==> src/rtl/seq_alu_pkg.sv <==
// Shared definitions for the sequential ALU: operation codes and FSM state encoding.
package seq_alu_pkg;

    // Operation codes carried on the op port.
    typedef enum logic [2:0] {
        OP_ADD = 3'b000,
        OP_SUB = 3'b001,
        OP_AND = 3'b010,
        OP_OR  = 3'b011,
        OP_XOR = 3'b100,
        OP_MUL = 3'b101,
        OP_SHL = 3'b110,
        OP_SHR = 3'b111
    } op_e;

    // Control FSM states.
    typedef enum logic [1:0] {
        ST_IDLE = 2'b00,
        ST_BUSY = 2'b01,
        ST_DONE = 2'b10
    } state_e;

endpackage

==> src/rtl/seq_alu_mul.sv <==
// Shift-add unsigned multiplier: one multiplier bit per step, WIDTH steps per product.
// o_prod_nxt is the partial product that the current step would store, so the
// parent can capture the finished product on the same edge as the last step.
module seq_alu_mul #(
    parameter int WIDTH = 16
) (
    input  logic                 clk,
    input  logic                 i_rst_n,
    input  logic                 i_start,
    input  logic                 i_step,
    input  logic [WIDTH-1:0]     i_a,
    input  logic [WIDTH-1:0]     i_b,
    output logic                 o_last,
    output logic [2*WIDTH-1:0]   o_prod_nxt
);

    localparam int CW = $clog2(WIDTH);
    localparam logic [CW-1:0] LAST_CNT = CW'(WIDTH - 1);

    logic [CW-1:0]      r_cnt;
    logic [2*WIDTH-1:0] r_mcand;
    logic [WIDTH-1:0]   r_mplier;
    logic [2*WIDTH-1:0] r_prod;

    assign o_prod_nxt = r_prod + (r_mplier[0] ? r_mcand : '0);
    assign o_last     = i_step && (r_cnt == LAST_CNT);

    // Load operands on start, then add-and-shift once per step.
    always_ff @(posedge clk) begin
        if (!i_rst_n) begin
            r_cnt    <= '0;
            r_mcand  <= '0;
            r_mplier <= '0;
            r_prod   <= '0;
        end else if (i_start) begin
            r_cnt    <= '0;
            r_mcand  <= {{WIDTH{1'b0}}, i_a};
            r_mplier <= i_b;
            r_prod   <= '0;
        end else if (i_step) begin
            r_prod   <= o_prod_nxt;
            r_mcand  <= r_mcand << 1;
            r_mplier <= r_mplier >> 1;
            r_cnt    <= r_cnt + 1'b1;
        end
    end

endmodule

==> src/rtl/seq_alu.sv <==
// Sequential ALU with valid/ready request and result handshakes.
// Handshake: a request is taken on a rising edge where in_valid && in_ready;
// a result is presented while out_valid is high and is released on the edge
// where out_ready is high. The result and flags stay frozen until released,
// and no new request is taken on the release edge.
module seq_alu
    import seq_alu_pkg::*;
#(
    parameter int WIDTH = 16
) (
    input  logic             clk,
    input  logic             reset,
    input  logic [2:0]       op,
    input  logic [WIDTH-1:0] i0,
    input  logic [WIDTH-1:0] i1,
    input  logic             in_valid,
    output logic             in_ready,
    output logic [WIDTH-1:0] o,
    output logic             cout,
    output logic             zero,
    output logic             neg,
    output logic             ovf,
    output logic             out_valid,
    input  logic             out_ready,
    output state_e           o_dbg_state
);

    localparam int SHW = $clog2(WIDTH);
    localparam int MSB = WIDTH - 1;

    state_e             r_state;
    logic [WIDTH-1:0]   r_o;
    logic               r_cout;
    logic               r_zero;
    logic               r_neg;
    logic               r_ovf;

    logic               w_accept;
    logic               w_is_mul;
    logic [SHW-1:0]     w_shamt;
    logic [WIDTH:0]     w_add;
    logic [WIDTH:0]     w_sub;
    logic [WIDTH:0]     w_shl;
    logic [WIDTH:0]     w_shr;
    logic [WIDTH-1:0]   w_res;
    logic               w_cout;
    logic               w_ovf;
    logic               w_mul_last;
    logic [2*WIDTH-1:0] w_mul_prod;
    logic [WIDTH-1:0]   w_mul_lo;

    assign in_ready    = reset && (r_state == ST_IDLE);
    assign w_accept    = in_valid && in_ready;
    assign w_is_mul    = (op_e'(op) == OP_MUL);
    assign out_valid   = (r_state == ST_DONE);
    assign o           = r_o;
    assign cout        = r_cout;
    assign zero        = r_zero;
    assign neg         = r_neg;
    assign ovf         = r_ovf;
    assign o_dbg_state = r_state;

    // Extra top/bottom bit catches the carry, borrow or last shifted-out bit.
    assign w_shamt = i1[SHW-1:0];
    assign w_add   = {1'b0, i0} + {1'b0, i1};
    assign w_sub   = {1'b0, i0} - {1'b0, i1};
    assign w_shl   = {1'b0, i0} << w_shamt;
    assign w_shr   = {i0, 1'b0} >> w_shamt;
    assign w_mul_lo = w_mul_prod[WIDTH-1:0];

    // Single-cycle operations; MUL goes through the shift-add unit instead.
    always_comb begin
        w_res  = '0;
        w_cout = 1'b0;
        w_ovf  = 1'b0;
        case (op_e'(op))
            OP_ADD: begin
                w_res  = w_add[WIDTH-1:0];
                w_cout = w_add[WIDTH];
                w_ovf  = (i0[MSB] == i1[MSB]) && (w_add[MSB] != i0[MSB]);
            end
            OP_SUB: begin
                w_res  = w_sub[WIDTH-1:0];
                w_cout = w_sub[WIDTH];
                w_ovf  = (i0[MSB] != i1[MSB]) && (w_sub[MSB] != i0[MSB]);
            end
            OP_AND: w_res = i0 & i1;
            OP_OR:  w_res = i0 | i1;
            OP_XOR: w_res = i0 ^ i1;
            OP_SHL: begin
                w_res  = w_shl[WIDTH-1:0];
                w_cout = w_shl[WIDTH];
            end
            OP_SHR: begin
                w_res  = w_shr[WIDTH:1];
                w_cout = w_shr[0];
            end
            default: begin
                w_res  = '0;
                w_cout = 1'b0;
                w_ovf  = 1'b0;
            end
        endcase
    end

    seq_alu_mul #(
        .WIDTH (WIDTH)
    ) u_mul (
        .clk        (clk),
        .i_rst_n    (reset),
        .i_start    (w_accept && w_is_mul),
        .i_step     (r_state == ST_BUSY),
        .i_a        (i0),
        .i_b        (i1),
        .o_last     (w_mul_last),
        .o_prod_nxt (w_mul_prod)
    );

    // Control FSM with registered result and flags.
    always_ff @(posedge clk) begin
        if (!reset) begin
            r_state <= ST_IDLE;
            r_o     <= '0;
            r_cout  <= 1'b0;
            r_zero  <= 1'b0;
            r_neg   <= 1'b0;
            r_ovf   <= 1'b0;
        end else begin
            case (r_state)
                ST_IDLE: begin
                    if (w_accept) begin
                        if (w_is_mul) begin
                            r_state <= ST_BUSY;
                        end else begin
                            r_state <= ST_DONE;
                            r_o     <= w_res;
                            r_cout  <= w_cout;
                            r_zero  <= (w_res == '0);
                            r_neg   <= w_res[MSB];
                            r_ovf   <= w_ovf;
                        end
                    end
                end
                ST_BUSY: begin
                    if (w_mul_last) begin
                        r_state <= ST_DONE;
                        r_o     <= w_mul_lo;
                        r_cout  <= |w_mul_prod[2*WIDTH-1:WIDTH];
                        r_zero  <= (w_mul_lo == '0);
                        r_neg   <= w_mul_lo[MSB];
                        r_ovf   <= 1'b0;
                    end
                end
                ST_DONE: begin
                    if (out_ready) begin
                        r_state <= ST_IDLE;
                    end
                end
                default: r_state <= ST_IDLE;
            endcase
        end
    end

endmodule

==> config.mk <==
export PLATFORM = sky130hd
export DESIGN_NAME = seq_alu
export DESIGN_NICKNAME = d
export VERILOG_FILES = /design/src/rtl/seq_alu_pkg.sv /design/src/rtl/seq_alu_mul.sv /design/src/rtl/seq_alu.sv
export SDC_FILE = /design/constraint.sdc
export NUM_CORES = 1
export LEC_CHECK = 0
export ABC_AREA = 1
export CORE_MARGIN = 4
export CORE_UTILIZATION = 56
export CTS_CLUSTER_DIAMETER = 30
export CTS_CLUSTER_SIZE = 10
export DETAILED_ROUTE_END_ITERATION = 8
export PLACE_DENSITY = 0.79
export SLEW_MARGIN = 20
export SYNTH_ARGS = -nofsm -noshare
export SYNTH_HDL_FRONTEND = slang
export SYNTH_SLANG_ARGS = --single-unit
==> constraint.sdc <==
create_clock -name clk -period 2.6 [get_ports clk]
set_input_delay 0.39 -clock clk [delete_from_list [all_inputs] [get_ports clk]]
set_output_delay 0.39 -clock clk [all_outputs]
set_load 0.01 [all_outputs]
### After elaboration in Yosys (flattened, before gate mapping)

Cells that the tools add are included.

| storage, ports and cells | value |
|---|---|
| bits in registers | 106 |
| output and inout port bits | 24 |
| logic and storage cells | 88 |

| operators by class | value |
|---|---|
| add/subtract/negate cells | 4 |
| equality and inequality tests | 18 |
| shift operators | 2 |
| muxes and demuxes | 33 |
| bitwise logic cells | 4 |
| reduce and logical (&&, ||, !) cells | 16 |

Operator list:

| kind | count |
|---|---|
| $mux 16 | 7 |
| $pmux 16 s7 | 1 |
| $add 32x32->32 | 1 |
| $logic_not 16->1 | 2 |
| $mux 32 | 1 |
| $pmux 16 s2 | 1 |
| $add 16x16->17 | 1 |
| $shl 16x4->17 | 1 |
| $shr 17x4->17 | 1 |
| $sub 16x16->17 | 1 |
| $and 16x16->16 | 1 |
| $or 16x16->16 | 1 |
| $reduce_or 16->1 | 1 |
| $xor 16x16->16 | 1 |
| $eq 3x3->1 const B | 4 |
| $mux 1 | 12 |
| $pmux 1 s2 | 5 |
| $mux 2 | 4 |
| $eq 3x2->1 const B | 2 |
| $logic_and 1x1->1 | 6 |
| $ne 2x2->1 const B | 3 |
| $pmux 2 s3 | 1 |
| $add 4x1->4 const B | 1 |
| $eq 4x4->1 const B | 1 |
| 14 further kinds | 17 |

### Logic depth before layout (Yosys ltp)

Gate-level depths: netlist of the first run.

| depth | value |
|---|---|
| depth after elaboration | 7 |
| depth in mapped cells | 22 |

### Cells and area by module

From an unflattened synthesis of the first run, not the netlist that was laid out.

| second synthesis, totals | value |
|---|---|
| cells, all modules | 1996 |
| area, all modules | 11111.9 µm² |

By module, submodules not included:

| module | times used | cells an instance | area each (µm²) | sequential area each (µm²) |
|---|---|---|---|---|
| seq_alu_mul | 1 | 991 | 5899.4 | 1681.6 |
| seq_alu | 1 | 1005 | 5212.5 | 420.4 |

### Least setup slack after synthesis of the first run

No wires, ideal clock.

| timing path | value |
|---|---|
| kind | register to register |
| start point | register u_mul.r_mplier[0] |
| end point | register r_cout (netlist: cout) |
| arrival time | 2.387 ns |
| required time | 2.481 ns |
| slack | 0.093 ns |
| cell stages (with the launch flop) | 23 |
| path buffers | 2 |
| clock period less this slack | 2.507 ns |
| cell sequence | dfxtp_1 -> clkbuf_1 -> clkbuf_1 -> nand2_1 -> inv_1 -> ha_1 -> fa_1 -> nand2_1 -> nand3_1 -> nand2_1 -> inv_1 -> nand2_1 -> nand3_1 -> nand2_1 -> nand2_1 -> nand2_1 -> nand2_1 -> nor2_1 -> nand2_1 -> nor2_1 -> nand3_1 -> nand2_1 -> a21oi_1 |

| on the way | value |
|---|---|
| longest elaborated chain between the ends | 5 |

RTL lines:

| what | line | text |
|---|---|---|
| start, declared | seq_alu_mul.sv:22 | `logic [WIDTH-1:0] r_mplier;` |
| start signal, assigned | seq_alu_mul.sv:38 | `r_mplier <= i_b;` |
| start signal, assigned | seq_alu_mul.sv:43 | `r_mplier <= r_mplier >> 1;` |
| $mux 32 | seq_alu_mul.sv:25 | `assign o_prod_nxt = r_prod + (r_mplier[0] ? r_mcand : '0);` |
| $add 32x32->32 | seq_alu_mul.sv:25 |  |
| $reduce_or 16->1 | seq_alu.sv:148 | `r_cout <= \|w_mul_prod[2*WIDTH-1:WIDTH];` |
| $mux 1 | seq_alu.sv:145 | `if (w_mul_last) begin` |
| $pmux 1 s2 | seq_alu.sv:129 | `case (r_state)` |
| end signal, assigned | seq_alu.sv:137 | `r_cout <= w_cout;` |
| end signal, assigned | seq_alu.sv:148 |  |
| end, declared | seq_alu.sv:33 | `logic r_cout;` |

No other way between the ends. The select of a mux whose other input is x is not followed.
A chain may end at the register's enable or synchronous reset.

### Final worst setup path of the first run

Same ends and word-level chain as after synthesis.

==> results.md, run 1 <==
- Arrival @ worst endpoint: roughly 3.2 ns
- Final number of setup-violating endpoints: 12
- I/O pin cnt: 63
- Post-synthesis mux area share: 0%
- Main synth FF type: dfxtp_1
- Main combinational cell family by area after synthesis: simple AND/OR/NAND/NOR gates
- Clock-pin slew on the worst setup and hold paths: around 0.09 ns
- Net Sw Frac: 36.24%
- Worst-margin pin slew: about 0.48 ns
- Fin crit period: between 2 and 3 ns
- Clock buffer depth: 2
- Worst slack, placed: -0.4821 ns
- Clk sinks: 105
- Initial antenna violation count: 0
- Root buffer selected by CTS: clkbuf_16
- Final worst slack: -0.3185 ns
- Initial drt markers: 1628
- First-pass GRT wire length: between 60000 and 70000 µm
- Leak: between 0.007 and 0.008 µW
- Synth warnings: 0
- Storage cell area: between 2000 and 2500 µm²
- Syn Std Cell Area: around 11000 µm²
- Final Instance Area: 15290 µm²
- Router iterations before antenna repair: 7
- Crit-path max FO: 5
- Slew headroom: 68.29%
- Largest net degree at the start of global routing: 48
- Routed WL: around 48000 µm
- Critical Path End Type: register
- Die Width: about 150 µm
- Worst ir drop on vdd: 0.3325 mV
- Most frequent CP cell: nand2_2
- Post-synthesis average cell area: roughly 5.7 µm²
- Yosys reg bits: 105
- Final clock skew: 0.01815 ns
- Proportion of power drawn by combinational gates: ~37%
- Via Count: 14687
- Sequential element share of the synthesized area: between 10% and 20%
- Post-synthesis xor/xnor area fraction: under 10%
- Via density: about 5.9
- Cell family with most CP delay: simple AND/OR/NAND/NOR gates
- CP Buf/Inv Count: 3
- Setup crit start kind: register
- Mapped Cells: a little under 2000
- Final slew viol count: 0
- Final worst-path cycle share: 112.3%
- Hold Fails Final Rpt: 0
- Post-Syn Nets: roughly 2100
- CP Cell Sequence: buf_12 > buf_6 > nand2_2 > inv_2 > ha_4 > nand2_2 > nand2_2 > nand2_1 > nand2_2 > nand3b_1 > nand2_2 > nand2_1 > nand2_1 > nand2_2 > nor2_2 > nand2_1 > nor2_2 > nand3_1 > nand2_1 > a21oi_1
- Failing checks: negative setup slack
- I/O Buffers: 62
- Max Clk Rate: about 340 MHz
- Post-synthesis simple-gate area fraction: 43.66%
- Initial core utilization: 56.77%
- Netlist cell types: 45
- Total net switching power: approximately 1800 µW
- Antenna-violating nets left: 0
- CTS Buf Count: 9
- RSZ-0062 raised after global routing: true
- Area post-placement: ~14000 µm²
- Detailed Place HPWL: 34840 µm
- Area added between synthesis and finish: 38.82%
- Site Rows: between 50 and 60
- Number of global-route vias before repair: around 13000
- Synth Area in Adders: 10.20%
- CTS tree: built
- Worst EP required: approximately 2.8 ns
- GR Util All Layers: roughly two fifths
- EDFF count, synth: 0
- Clk_lat worst skew: roughly 0.37 ns
- Async S/R FF share, synth: 0%
- Hold Path Class: register to register
- Die H: about 150 µm
- Nets: 2351
- Fill count: roughly 1400
- Status: complete, but fails checks
- Power Total: 5035 µW
- # diodes: 0
- Max-cap violations: 0
- CTS HTree Levels: 3
- Area of the multi-input gates: around 8700 µm²
- Die area: between 20000 and 25000 µm²
- Crit path kind: register to register
- DRC: 0
- PD cells: between 300 and 400 nW/µm²
- Fraction of layout cells with a size suffix above 1: 25.85%
- Clk pwr share: between 20% and 30%
- Gp weighted congestion: between 1 and 1.5
- Routed len/inst: about 19 µm
- Core Area: approximately 19000 µm²
- Int Pwr: ~3200 µW
- CP max-delay cell: nand3b_1
- Sequential share of power: about a third
- Critical Path Max Stage Delay: approximately 0.42 ns
- GRT overflow: 0
- Compound-cell area share of the yosys netlist: between 10% and 20%
-- timing repair --
item,in CTS,in global routing
setup buffers,3,11
gates cloned,0,1
endpoints found under the setup margin,15,31
pin swaps,7,74
gates resized for setup,29,267
hold buffers,0,0
-- cells in the mapped netlist, types with 2 or more instances --
cell        n  share of area, %
buf_6       4              0.41
nand2_4     8              0.82
o211a_1     2              0.18
clkbuf_1   29              0.99
a21oi_1   105               4.8
nand2_1   687                23
or2_2      12              0.68
and2_1      2              0.11
buf_2      25               1.1
nand3b_1    3              0.20
o211ai_1    8              0.55
nand2_2     7              0.40
buf_4       9              0.61
a31oi_1    44               2.5
xnor2_1     8              0.64
inv_2      12              0.41
nor2_1    172               5.9
nor2_2      8              0.45
inv_1     254               8.7
xor2_1      9              0.72
dfxtp_1   105                19
nand3_1   195               8.9
nor3_1     21              0.95
o21bai_1   11              0.75
o21ai_1    17              0.77
nand4_1    21               1.2
fa_1        3              0.55
nand3_2     6              0.55
buf_1       2             0.068
ha_1       85               9.7
o22ai_1     7              0.40
o21ai_0    50               2.3
a21oi_2     5              0.40
-- power groups by stage --
| stage | Combinational [µW] | Clock, µW | Sequential, µW |
|---|---|---|---|
| 3_5_place_dp | 1710 | 0 | 1750 |
| 3_3_place_gp | 1690 | 0 | 1750 |
| 5_1_grt | 1970 | 1510 | 1730 |
| 6_report | 1840 | 1470 | 1720 |
| 2_1_floorplan | 862 | 0 | 1770 |
| 4_1_cts | 1720 | 1450 | 1720 |
-- worst paths after layout --
path              cells after the start              start                end  slack (ns)
hold / removal                        2  u_mul.r_mcand[31]  u_mul.r_mcand[31]        0.47
hold reg to reg                       2  u_mul.r_mcand[31]  u_mul.r_mcand[31]        0.47
setup / recovery                     20  u_mul.r_mplier[0]               cout       -0.32
setup reg to reg                     20  u_mul.r_mplier[0]               cout       -0.32
-- metal layers --
metal  GRT usage [%]  vias up  wire, µm
met2           61.64     1024     20820
met1           51.88     6672     18950
li1                -     6749         -
met3           5.149      242      5141
met4           14.69        0      2775
met5               0        -         0
-- worst reg2reg max path, stage by stage, from the launching register on --
cell and delay [ns]:
dfxtp_4 0.39, buf_12 0.15, buf_6 0.14, nand2_2 0.06, inv_2 0.04, ha_4 0.26
nand2_2 0.09, nand2_2 0.08, nand2_1 0.09, nand2_2 0.06, nand3b_1 0.42, nand2_2 0.24
nand2_1 0.07, nand2_1 0.07, nand2_2 0.06, nor2_2 0.12, nand2_1 0.08, nor2_2 0.12
nand3_1 0.10, nand2_1 0.09, a21oi_1 0.06
-- cell type report --
class / instances / share of cell area [%]
clock inverter: 6 / 0.4910
inverter: 269 / 6.686
sequential: 105 / 13.77
timing repair buffer: 336 / 18.70
clock buffer: 9 / 1.473
tap: 265 / 2.169
multi-input combinational: 1503 / 56.71
-- kinds of logic after synthesis --
logic type | after synthesis
fa+ha+maj | 88
xor+xnor | 17
compound gates | 254
simple gates | 1144
buf+inv | 340
flops | 105
-- through the flow --
stage,instances,hold WS (ns),TNS [ns],util (%)
after floorplan,1948,0.4410,0,-
after global placement,2463,0.4472,-11.33,70.51
after detailed placement,2463,0.4531,-9.137,70.51
after CTS,2481,0.4641,-0.1518,72.88
after global routing,2493,0.4785,-2.822,78.81
final,2493,0.4665,-1.404,78.81
-- cell usage in the layout (no fill, tap or decap), drive strengths merged, types with 2 or more instances in the layout --
cell             n
a21oi          111
a31oi           44
and2             2
buf            273
clkbuf          10
clkdlybuf4s50   59
clkinv           3
dfxtp          105
dlymetal6s2s     2
fa               3
ha              85
inv            270
nand2          702
nand3          201
nand3b           3
nand4           21
nor2           181
nor3            21
o211a            2
o211ai           8
o21ai           67
o21bai          11
o22ai            7
or2             12
xnor2            8
xor2             9
-- registers in the layout, indices dropped and copies added (netlist names) --
register	flops
u_mul.r_mcand	32
o	16
o_dbg_state	2
u_mul.r_cnt	4
u_mul.r_mplier	16
u_mul.r_prod	32
cout	1
ovf	1
zero	1
Note: power is estimated with default switching activity, not from simulation.
==> run 2, diff against run 1 <==
--- a/config.mk
+++ b/config.mk
@@ -6,6 +6,7 @@
 export NUM_CORES = 1
 export LEC_CHECK = 0
 export ABC_AREA = 1
+export ABC_CLOCK_PERIOD_IN_PS = 2600
 export CORE_MARGIN = 4
 export CORE_UTILIZATION = 56
 export CTS_CLUSTER_DIAMETER = 30
==> results of run 2 <==
The final DEF is identical to that of run 1; final timing and power are the same.
